### config.mk
export PLATFORM = sky130hd
export DESIGN_NAME = layer2_weight_loader
export DESIGN_NICKNAME = d
export VERILOG_FILES = /design/src/rtl/layer2_weight_loader.sv
export SDC_FILE = /design/constraint.sdc
export NUM_CORES = 1
export LEC_CHECK = 0
export ABC_AREA = 0
export CAP_MARGIN = 10
export CORE_UTILIZATION = 45
export DETAILED_ROUTE_END_ITERATION = 6
export PLACE_DENSITY = 0.78
export SLEW_MARGIN = 20
export SYNTH_ARGS = -nofsm -noshare
export SYNTH_HDL_FRONTEND = slang
export SYNTH_SLANG_ARGS = --single-unit
export TNS_END_PERCENT = 100
### constraint.sdc
create_clock -name clk -period 4.6 [get_ports clk]
set_clock_uncertainty 0.2 [all_clocks]
set_input_delay 0.92 -clock clk [delete_from_list [all_inputs] [get_ports clk]]
set_output_delay 0.92 -clock clk [all_outputs]
set_load 0.03 [all_outputs]
### src/rtl/layer2_weight_loader.sv
// Packs a one-weight-per-beat stream into node-wide words and writes them into latch-based layer-2 storage, node 0 first.
// Latency: WEIGHTS_PER_NODE+3 cycles per node (assemble, setup, write, hold), plus one DONE cycle after the last node.
// Backpressure: weightReady is high only while assembling. LAYER2_LOADER_CHECKSUM_EN adds a running 16-bit checksum output.
module layer2_weight_loader #(
  parameter int WEIGHT_WIDTH     = 8,
  parameter int WEIGHTS_PER_NODE = 10,
  parameter int RELU_NODES       = 64,
  parameter int RELU_INDEX_WIDTH = 6
) (
  input  logic                                     clk,
  input  logic                                     rst_n,
  input  logic                                     start,
  input  logic                                     abort,
  input  logic [WEIGHT_WIDTH-1:0]                  weightIn,
  input  logic                                     weightValid,
  output logic                                     weightReady,
  output logic                                     busy,
  output logic                                     done,
  output logic                                     writeEnable,
  output logic [RELU_INDEX_WIDTH-1:0]              NodeSelect,
  output logic [WEIGHTS_PER_NODE*WEIGHT_WIDTH-1:0] writeIn
`ifdef LAYER2_LOADER_CHECKSUM_EN
  ,
  output logic [15:0]                              checksum
`endif
);

  localparam int BEAT_W = (WEIGHTS_PER_NODE > 1) ? $clog2(WEIGHTS_PER_NODE) : 1;
  localparam int WORD_W = WEIGHTS_PER_NODE * WEIGHT_WIDTH;
  localparam logic [BEAT_W-1:0]           LAST_BEAT = BEAT_W'(WEIGHTS_PER_NODE - 1);
  localparam logic [RELU_INDEX_WIDTH-1:0] LAST_NODE = RELU_INDEX_WIDTH'(RELU_NODES - 1);

  typedef enum logic [2:0] {
    ST_IDLE,
    ST_ASSEMBLE,
    ST_SETUP,
    ST_WRITE,
    ST_HOLD,
    ST_DONE
  } state_t;

  state_t                      state_q, state_d;
  logic [RELU_INDEX_WIDTH-1:0] node_q, node_d;
  logic [BEAT_W-1:0]           beat_q, beat_d;
  logic [WORD_W-1:0]           word_q, word_d;
  logic                        rdy_q, busy_q, done_q, we_q;
  logic                        abort_act;
  logic                        beat_fire;

  assign abort_act = abort && (state_q != ST_IDLE);
  // abort outranks a coincident beat, so the beat is neither stored nor counted
  assign beat_fire = weightValid && rdy_q && !abort;

  always_comb begin
    state_d = state_q;
    node_d  = node_q;
    beat_d  = beat_q;
    word_d  = word_q;
    case (state_q)
      ST_IDLE: begin
        if (start) begin
          state_d = ST_ASSEMBLE;
          node_d  = '0;
          beat_d  = '0;
        end
      end
      ST_ASSEMBLE: begin
        if (beat_fire) begin
          for (int k = 0; k < WEIGHTS_PER_NODE; k++) begin
            if (beat_q == BEAT_W'(k)) begin
              word_d[k*WEIGHT_WIDTH +: WEIGHT_WIDTH] = weightIn;
            end
          end
          if (beat_q == LAST_BEAT) begin
            state_d = ST_SETUP;
          end else begin
            beat_d = beat_q + 1'b1;
          end
        end
      end
      ST_SETUP: state_d = ST_WRITE;
      ST_WRITE: state_d = ST_HOLD;
      ST_HOLD: begin
        if (node_q == LAST_NODE) begin
          state_d = ST_DONE;
        end else begin
          state_d = ST_ASSEMBLE;
          node_d  = node_q + 1'b1;
          beat_d  = '0;
        end
      end
      ST_DONE: state_d = ST_IDLE;
      default: state_d = ST_IDLE;
    endcase
    if (abort_act) begin
      state_d = ST_IDLE;
      node_d  = '0;
      beat_d  = '0;
    end
  end

  // Outputs are flops loaded from the next state so the latch enable never sees decode glitches
  always_ff @(posedge clk or negedge rst_n) begin
    if (!rst_n) begin
      state_q <= ST_IDLE;
      node_q  <= '0;
      beat_q  <= '0;
      word_q  <= '0;
      rdy_q   <= 1'b0;
      busy_q  <= 1'b0;
      done_q  <= 1'b0;
      we_q    <= 1'b0;
    end else begin
      state_q <= state_d;
      node_q  <= node_d;
      beat_q  <= beat_d;
      word_q  <= word_d;
      rdy_q   <= (state_d == ST_ASSEMBLE);
      busy_q  <= (state_d != ST_IDLE);
      done_q  <= (state_d == ST_DONE);
      we_q    <= (state_d == ST_WRITE);
    end
  end

  assign weightReady = rdy_q;
  assign busy        = busy_q;
  assign done        = done_q;
  assign writeEnable = we_q;
  assign NodeSelect  = node_q;
  assign writeIn     = word_q;

`ifdef LAYER2_LOADER_CHECKSUM_EN
  logic [15:0] csum_q, csum_d;

  always_comb begin
    csum_d = csum_q;
    if ((state_q == ST_IDLE) && start) begin
      csum_d = '0;
    end else if (abort_act) begin
      csum_d = '0;
    end else if (beat_fire) begin
      csum_d = csum_q + 16'(weightIn);
    end
  end

  always_ff @(posedge clk or negedge rst_n) begin
    if (!rst_n) begin
      csum_q <= '0;
    end else begin
      csum_q <= csum_d;
    end
  end

  assign checksum = csum_q;
`endif

endmodule
==> results.ini, run 1 <==
[routing]
vias = 2734
drt_iter0_markers = 102
drc = 0
detail_route.vias_per_cell = 5.446
first_pass_iters = 4
wl_per_cell_um = 18.08
wl_mm = 9.075
ant_nets = 0

[logic_synthesis]
synth_warnings = 0
synth_top_area_share_pct = 59.36
synth_area_leaders = dfrtp_1, mux2_2, ha_1
synth_enable_flop_cells = 0
synth_flop_cell = dfrtp_1
synth.avg_cell_area_um2 = 14.10
syn_nets = 308
async_flop_share_pct = 100.0
synth.ff_latch_count = 97
syn_area_um2 = 4089
synth_cell_type_count = 39
synth_top_area_cell = dfrtp_1
synth_common_cells = dfrtp_1, mux2_2, buf_1, inv_1, nand2_1
synth.yosys.seq_area_share_pct = 59.36
syn_inst = 290
yosysMostFrequentCell = dfrtp_1

[critical_path]
path_cells = clkdlybuf4s50_1 -> and3b_1 -> and3_1 -> and3_1 -> mux2_2
critPathCaptureType = register
critical_path.startpoint = abort
critPathMaxFanout = 11
crit_top_cell = and3_1
required_ns = 4.64
slowest_stage = clkdlybuf4s50_1
worst_ep_arrival_time_ns = 2.94
path_class = in -> reg
slowest_delay_ns = 0.61
start_kind = input port
reg2reg_from = beat_q[1]

[min_path]
hold_start = writeIn[60]
hold_class = reg -> reg

[power_and_ir_drop]
power_mw = 1.879
max-vdd-ir-drop_uv = 266.6
leakagePower_nw = 2.498
p_per_area_nw_per_um2 = 349.6

[timing]
period_needed_ns = 2.898
hold_viol = 0
tightestPinTransition_ns = 0.9217
report.final.slew_viol_count = 0
tns_ns = 0
rsz0062_at_grt = no
setup_violations = 0
worst_slack_ns = 1.702
fmax_mhz = 345.1
finalCritPeriodShare_pct = 63.00
holdWs_ns = 0.3112
slew_headroom_pct = 38.55

[grt]
grt_antenna_before_repair = 0
grt_max_degree = 76
grt_pass1_wl_mm = 14.85
grt_pass1_vias = 2785
grt_use_total_pct = 20.56
overflow = 0

[placement]
port_buffers = 102
place_congestion = 0.8607
dp_hpwl_mm = 6.285
place_ws_ns = 1.320
post_dp_cell_area_um2 = 5171
dp.cells = 486

[floorplan]
rows = 34
core-area_um2 = 8763
start_util_pct = 46.66
die_area_um2 = 9472
num_io_pins = 103
die_w_um = 97.33
die_height_um = 97.33

[clock_network]
cts_buffer_depth = 2
cts-resized-gates = 0
cts_root_buf = clkbuf_8
postCtsHoldBufs = 0
path_clk_slew_ns = 0.10
cts_tree = done
postCtsSetupRepairBufs = 0
h-tree-depth = 3
clk_latency_ns = 0.35
cts_buffers = 9
cts_sinks = 97

[finish]
layout-drive-gt1-share_pct = 27.92
post-route-util_pct = 61.34
finalInstanceArea_um2 = 5375
diodes = 0
area_growth_pct = 31.46
nets = 407
fin_cells = 502

[outcome]
status = completed

[run]
drv_cap = 0

sequential cells by signal, summed over array words and instances (netlist names):
signal and cells:
NodeSelect 6, beat_q 4, busy 1, done 1, state_q 3, weightReady 1
writeEnable 1, writeIn 80
worst paths after layout:
| check | to | slack, ns | depth (start not counted) |
|---|---|---|---|
| max | writeIn[21] | 1.70 | 5 |
| min | writeIn[60] | 0.31 | 1 |
| max reg2reg | writeIn[8] | 2.34 | 6 |
| min reg2reg | writeIn[60] | 0.31 | 1 |
| max in group asynchronous | writeIn[21] | 2.84 | 2 |
| min in group asynchronous | NodeSelect[3] | 0.48 | 1 |
worst max-delay path: cells and delay by family:
kind | cells | cell delay, ns
buffers and inverters | 1 | 0.61
and+or+nand+nor | 3 | 1.02
muxes | 1 | 0.38
routing by layer:
metal / share of wire, % / vias to the layer above / track usage [%] / routed length, um
li1: - / 1230 / - / -
met1: 46 / 1404 / 27.98 / 4179
met2: 47 / 90 / 31.80 / 4224
met3: 5.8 / 10 / 5.324 / 527
met4: 1.6 / 0 / 7.919 / 142
met5: 0 / - / 0 / 0
logic make-up (layout without fill, tap and decap cells):
| logic type | count (synthesis) | count (layout) | synth area share, % |
|---|---|---|---|
| AOI/OAI and AO/OA | 23 | 23 | 3.611 |
| adders and majority gates | 5 | 5 | 1.530 |
| buffers and inverters | 23 | 127 | 2.662 |
| DFF | 97 | 97 | 59.36 |
| muxes | 83 | 83 | 22.77 |
| and+or+nand+nor | 59 | 59 | 10.07 |
cells in the final DEF (no fill, tap or decap), types with 2 or more instances in the layout:
cell and n:
a31oi_1 4, clkinv_4 3, inv_1 8, ha_1 5, nand3_1 7, nand2_1 8, clkdlybuf4s50_1 101, o21ai_0 6
mux2_2 80, nor2_4 2, o211ai_1 2, nand3b_1 2, nor2_1 3, and3_1 7, nor2_2 2, a21o_1 2
nor2b_1 5, or3b_1 2, dfrtp_1 97, nand3_2 4, a21oi_1 4, mux2i_1 3, a211o_1 3, nor4_1 2
nor3b_1 2, clkbuf_8 9, nor3_1 4, buf_4 2
layout make-up:
cell class,instances,area (um^2)
Sequential cell,97,2427
Tap cell,108,135.1
Timing Repair Buffer,103,1026
Clock buffer,10,127.6
Inverter,8,30.03
Multi-Input combinational cell,170,1553
Fill cell,695,3388
Clock inverter,6,76.32
where the power goes:
group          internal, mW  switching [mW]  total (mW)
clock network         0.260           0.301       0.561
registers             0.911          0.0354       0.946
logic                 0.159           0.213       0.372
total                  1.33           0.549        1.88
Note: power is estimated with default switching activity, not from simulation.
==> inputs of run 2 (changes only) <==
--- a/config.mk
+++ b/config.mk
@@ -7,9 +7,9 @@
 export LEC_CHECK = 0
 export ABC_AREA = 0
 export CAP_MARGIN = 10
-export CORE_UTILIZATION = 45
+export CORE_UTILIZATION = 44
 export DETAILED_ROUTE_END_ITERATION = 6
-export PLACE_DENSITY = 0.78
+export PLACE_DENSITY = 0.8
 export SLEW_MARGIN = 20
 export SYNTH_ARGS = -nofsm -noshare
 export SYNTH_HDL_FRONTEND = slang
==> constraint.sdc (replaced) <==
create_clock -name clk -period 2.55 [get_ports clk]
set_clock_uncertainty 0.2 [all_clocks]
set_input_delay 0.51 -clock clk [delete_from_list [all_inputs] [get_ports clk]]
set_output_delay 0.51 -clock clk [all_outputs]
set_load 0.03 [all_outputs]
==> results.ini, run 2 (synthesis gave the netlist of run 1 again) <==
[placement]
port_buffers = 102  ; unchanged
dp_hpwl_mm = 6.566  ; +4.5%
place_ws_ns = 0.009464  ; -1.311 ns
dp.cells = 497  ; +2.3%
place_congestion = 0.8881  ; +3.2%

[power_and_ir_drop]
max-vdd-ir-drop_uv = 434.3  ; +63%
leakagePower_nw = 2.562  ; +2.6%
p_per_area_nw_per_um2 = 605.9  ; +73%

[grt]
grt_antenna_before_repair = 0  ; unchanged
grt_max_degree = 52  ; -32%
grt_pass1_vias = 2780  ; -0.18%
overflow = 0  ; unchanged
grt_use_total_pct = 20.08  ; -0.48 points
grt_pass1_wl_mm = 14.75  ; -0.65%

[clock_network]
cts_root_buf = clkbuf_8
cts_tree = done
cts_buffer_depth = 2  ; unchanged
postCtsSetupRepairBufs = 0  ; unchanged
h-tree-depth = 3  ; unchanged
cts_sinks = 97  ; unchanged
clk_latency_ns = 0.35  ; about the same
path_clk_slew_ns = 0.09  ; about the same
cts_buffers = 9  ; unchanged

[routing]
drt_iter0_markers = 101  ; -0.98%
wl_mm = 9.188  ; +1.2%
wl_per_cell_um = 17.88  ; -1.1%
first_pass_iters = 7  ; +3
detail_route.vias_per_cell = 5.374  ; -1.3%
drc = 6  ; +6
ant_nets = 0  ; unchanged
vias = 2762  ; +1.0%

[finish]
largest_reg_flops = 80  ; unchanged
nets = 419  ; +2.9%
area_growth_pct = 34.58
mostFrequentLayoutCell = clkdlybuf4s50_1
fin_cells = 514  ; +2.4%
layout-drive-gt1-share_pct = 30.05  ; +2.1 points
diodes = 0  ; unchanged
final_cell_mix = clkdlybuf4s50_1, dfrtp_1, mux2_2

[timing]
hold_viol = 0  ; unchanged
worst_slack_ns = 0.3246  ; -1.377 ns
report.final.slew_viol_count = 0  ; unchanged
rsz0062_at_grt = no
slew_headroom_pct = 56.08  ; +18 points
finalCritPeriodShare_pct = 87.27
setup_violations = 0  ; unchanged
fmax_mhz = 449.4
tightestPinTransition_ns = 0.6588  ; -0.2629 ns
period_needed_ns = 2.225
tns_ns = 0  ; unchanged

[critical_path]
start_kind = register
slowest_delay_ns = 0.71  ; +0.10 ns
path_class = reg -> out
rrSetupSlack_ns = 0.36  ; -1.98 ns
cp_top_family = buffers and inverters
critPathCaptureType = output pin
ff2ff_path_depth = 4  ; -2
path_buf_inv = 1  ; unchanged
critPathMaxFanout = 6  ; -5
path_cells = clkdlybuf4s50_1
timing.rr.end = writeIn[3]
worst_ep_arrival_time_ns = 1.52  ; -1.42 ns
slowest_stage = clkdlybuf4s50_1
required_ns = 1.84  ; -2.80 ns
reg2reg_from = state_q[0]

[min_path]
hold_class = reg -> reg
holdPathEnd = writeIn[63]
hold_start = writeIn[63]
hold-path-cell-count = 1  ; unchanged

[run]
drv_cap = 0  ; unchanged

[floorplan]
rows = 34  ; unchanged
core-area_um2 = 8848  ; +0.97%
start_util_pct = 46.21  ; -0.45 points
die_w_um = 98.40  ; +1.1%
num_io_pins = 103  ; unchanged
die_area_um2 = 9683  ; +2.2%
die_height_um = 98.40  ; +1.1%

[outcome]
status = complete, but fails checks
violations = DRC

==> run 2: worst max-delay path by stage <==
| stage | startpoint | endpoint | slack (ns) | cells after the start |
|---|---|---|---|---|
| after CTS | NodeSelect[4] | NodeSelect[4] | 0.32 | 1 |
| after global placement | weightValid | writeIn[20] | 0.04 | 6 |
| after global routing | state_q[0] | writeIn[6] | 0.18 | 4 |
| after floorplan | abort | beat_q[3] | 0.59 | 5 |
| final | NodeSelect[4] | NodeSelect[4] | 0.32 | 1 |
| after detailed placement | weightValid | writeIn[42] | 0.009 | 5 |
==> run 2: cell type report <==
| class | instances | area, um^2 |
|---|---|---|
| Sequential cell | 97 | 2427 |
| Multi-Input combinational cell | 170 | 1553 |
| Tap cell | 108 | 135.1 |
| Inverter | 8 | 30.03 |
| Fill cell | 707 | 3346 |
| Clock inverter | 6 | 51.30 |
| Clock buffer | 10 | 137.6 |
| Timing Repair Buffer | 115 | 1169 |
==> run 2: per-layer routing <==
layer  global-route usage, %  wire [um]  up-vias
met4                   7.807        199        0
li1                        -          -     1258
met2                   32.02       4460       80
met5                       0          0        -
met3                   4.510        442       13
met1                   26.87       4086     1411
==> run 2: metrics by stage <==
step           power, mW  area (um^2)  hold slack (ns)  util (%)
3_3_place_gp       2.407         5304           0.2878     59.94
3_5_place_dp       2.420         5304           0.2933     59.94
6_report           3.334         5503           0.3093     62.19
2_1_floorplan      2.108         4089          0.01441         -
5_1_grt            3.472         5503           0.3306     62.19
4_1_cts            3.360         5503           0.3141     62.19
==> run 2: timing repair <==
| action | 4_1_cts | 5_1_grt |
|---|---|---|
| endpoints found under the hold margin | 27 | 0 |
| setup endpoints to repair | 0 | 0 |
| hold buffers | 1 | 0 |
| resized for setup | 0 | 0 |
==> run 2: report_power, final <==
| group | switching, mW | internal, mW |
|---|---|---|
| Combinational | 0.384 | 0.296 |
| Clock | 0.556 | 0.392 |
| Sequential | 0.0636 | 1.64 |
| Total | 1.00 | 2.33 |
==> run 2: worst register-to-register path, delay by kind of cell, from the launching register on <==
family / cells / cell delay, ns
flops: 1 / 0.56
mux: 1 / 0.38
simple gates: 3 / 0.94
==> RTL edit (settings of run 1) <==
Set the parameter `RELU_INDEX_WIDTH` to 5 (it was 6).
--- a/src/rtl/layer2_weight_loader.sv
+++ b/src/rtl/layer2_weight_loader.sv
@@ -6,5 +6,5 @@
   parameter int WEIGHTS_PER_NODE = 10,
   parameter int RELU_NODES       = 64,
-  parameter int RELU_INDEX_WIDTH = 6
+  parameter int RELU_INDEX_WIDTH = 5
 ) (
   input  logic                                     clk,
Ports: changed (resized NodeSelect); port bits go from 103 to 102. No check against the original RTL was run, so the function may have changed too.
==> RTL edit against run 1 <==
  * Via count decreased by 3.1%
  * Setup slack got worse by 0.15 ns
  * Sequential cell count decreased by 1
  * Sequential share of layout area rose by 0.20 points
  * Wire length is 0.50% lower
  * Final area fell by 1.5%
  * Combinational power up 25%
  * Total power increased by 3.2%
  * Synthesized area shrank 0.80%
  * Synthesized cell count increased by 1.0%
  * Die area decreased by 0.78%
==> RTL edit: results <==
export IMPL_grt_max_degree=75
export IMPL_power_frac_comb_pct=23.9
export IMPL_dr_pass1_iters=4
export IMPL_worstPathArrival_ns=3.09
export IMPL_p_per_area_nw_per_um2=366.2
export IMPL_grt_util_met1_pct=27.25
export IMPL_ir_drop_v=0.0003772
export IMPL_max_stage_delay_ns=0.64
export IMPL_grtUsageTotal_pct=20.24
export IMPL_wl_met3_um=576
export IMPL_crit_fanout=15
export IMPL_synth_common_cells="96 x dfrtp_1, 80 x mux2_2, 12 x o21ai_0"
export IMPL_worstSkewPairLatency_ns=0.35
export IMPL_synth_area_leaders="dfrtp_1 59%, mux2_2 22%, ha_1 1.9%, o21ai_0 1.5%, nor3b_4 0.93%"
export IMPL_nFillCells=674
export IMPL_dp_hpwl_mm=6.215
export IMPL_power_internal_mw=1.317
export IMPL_drive_gt1_share_pct=27.37
export IMPL_ys_seq_area_share_pct=59.22
export IMPL_gr_usage_met2_pct=30.99
export IMPL_grt_pass1_wl_mm=14.80
export IMPL_pwr_share_clk_pct=26.3
export IMPL_place_area_um2=5115
export IMPL_synth_cell_types=43
export IMPL_layout_nets=405
export IMPL_grt_met3_usage_pct=6.647
export IMPL_p_leak_nw=2.466
export IMPL_met1Wirelength_mm=4.084
export IMPL_routed_wl_met2_mm=4.236
export IMPL_grt_pass1_vias=2755
export IMPL_worst_pin_slew_ns=0.9095
export IMPL_synthesis_nets=312
export IMPL_antenna_cells=0
export IMPL_largest_register_ff_count=80
export IMPL_place_congestion=0.7679
export IMPL_io_buffers=101
export IMPL_vias=2650
export IMPL_drt_iter0_markers=153
export IMPL_finalWirelength_mm=9.030
export IMPL_status="complete, no violations"
[RTL edit: cell type report]
cell class | count | area share [%]
Clock buffer | 10 | 2.410
Clock inverter | 6 | 1.016
Inverter | 5 | 0.3544
Multi-Input combinational cell | 172 | 29.13
Sequential cell | 96 | 45.36
Tap cell | 108 | 2.551
Timing Repair Buffer | 102 | 19.18
[RTL edit: final timing paths]
path | startpoint | to | slack (ns) | depth (start not counted)
max in group asynchronous | rst_n | writeIn[46] | 2.84 | 2
min in group asynchronous | rst_n | NodeSelect[2] | 0.49 | 1
worst max-delay path | abort | writeIn[13] | 1.55 | 5
worst min-delay path | writeIn[40] | writeIn[40] | 0.31 | 1
worst min register to register | writeIn[40] | writeIn[40] | 0.31 | 1
worst max register to register | state_q[0] | writeIn[13] | 2.13 | 3
[RTL edit: stage by stage]
stage	setup slack, ns	cells	hold slack (ns)	power, mW
after detailed placement	1.190	483	0.2922	1.446
after global placement	1.239	483	0.2867	1.436
final	1.555	499	0.3117	1.940
after global routing	1.423	499	0.3284	2.031
after floorplan	2.295	293	0.3291	1.239
after CTS	1.566	499	0.3137	1.959
[RTL edit: cells by family (layout without fill, tap and decap cells)]
kind of cell / count (synthesis) / count (layout) / share of synthesized area (%)
buf+inv: 25 / 123 / 2.745
fa+ha+maj: 6 / 6 / 1.851
compound gates: 32 / 32 / 4.905
mux: 80 / 80 / 22.21
flops: 96 / 96 / 59.22
simple gates: 54 / 54 / 9.069
[RTL edit: worst register-to-register path: cells and delay by family (launching register included)]
| family | cells | cell delay (ns) |
|---|---|---|
| simple gates | 2 | 1.22 |
| flops | 1 | 0.56 |
| mux | 1 | 0.39 |
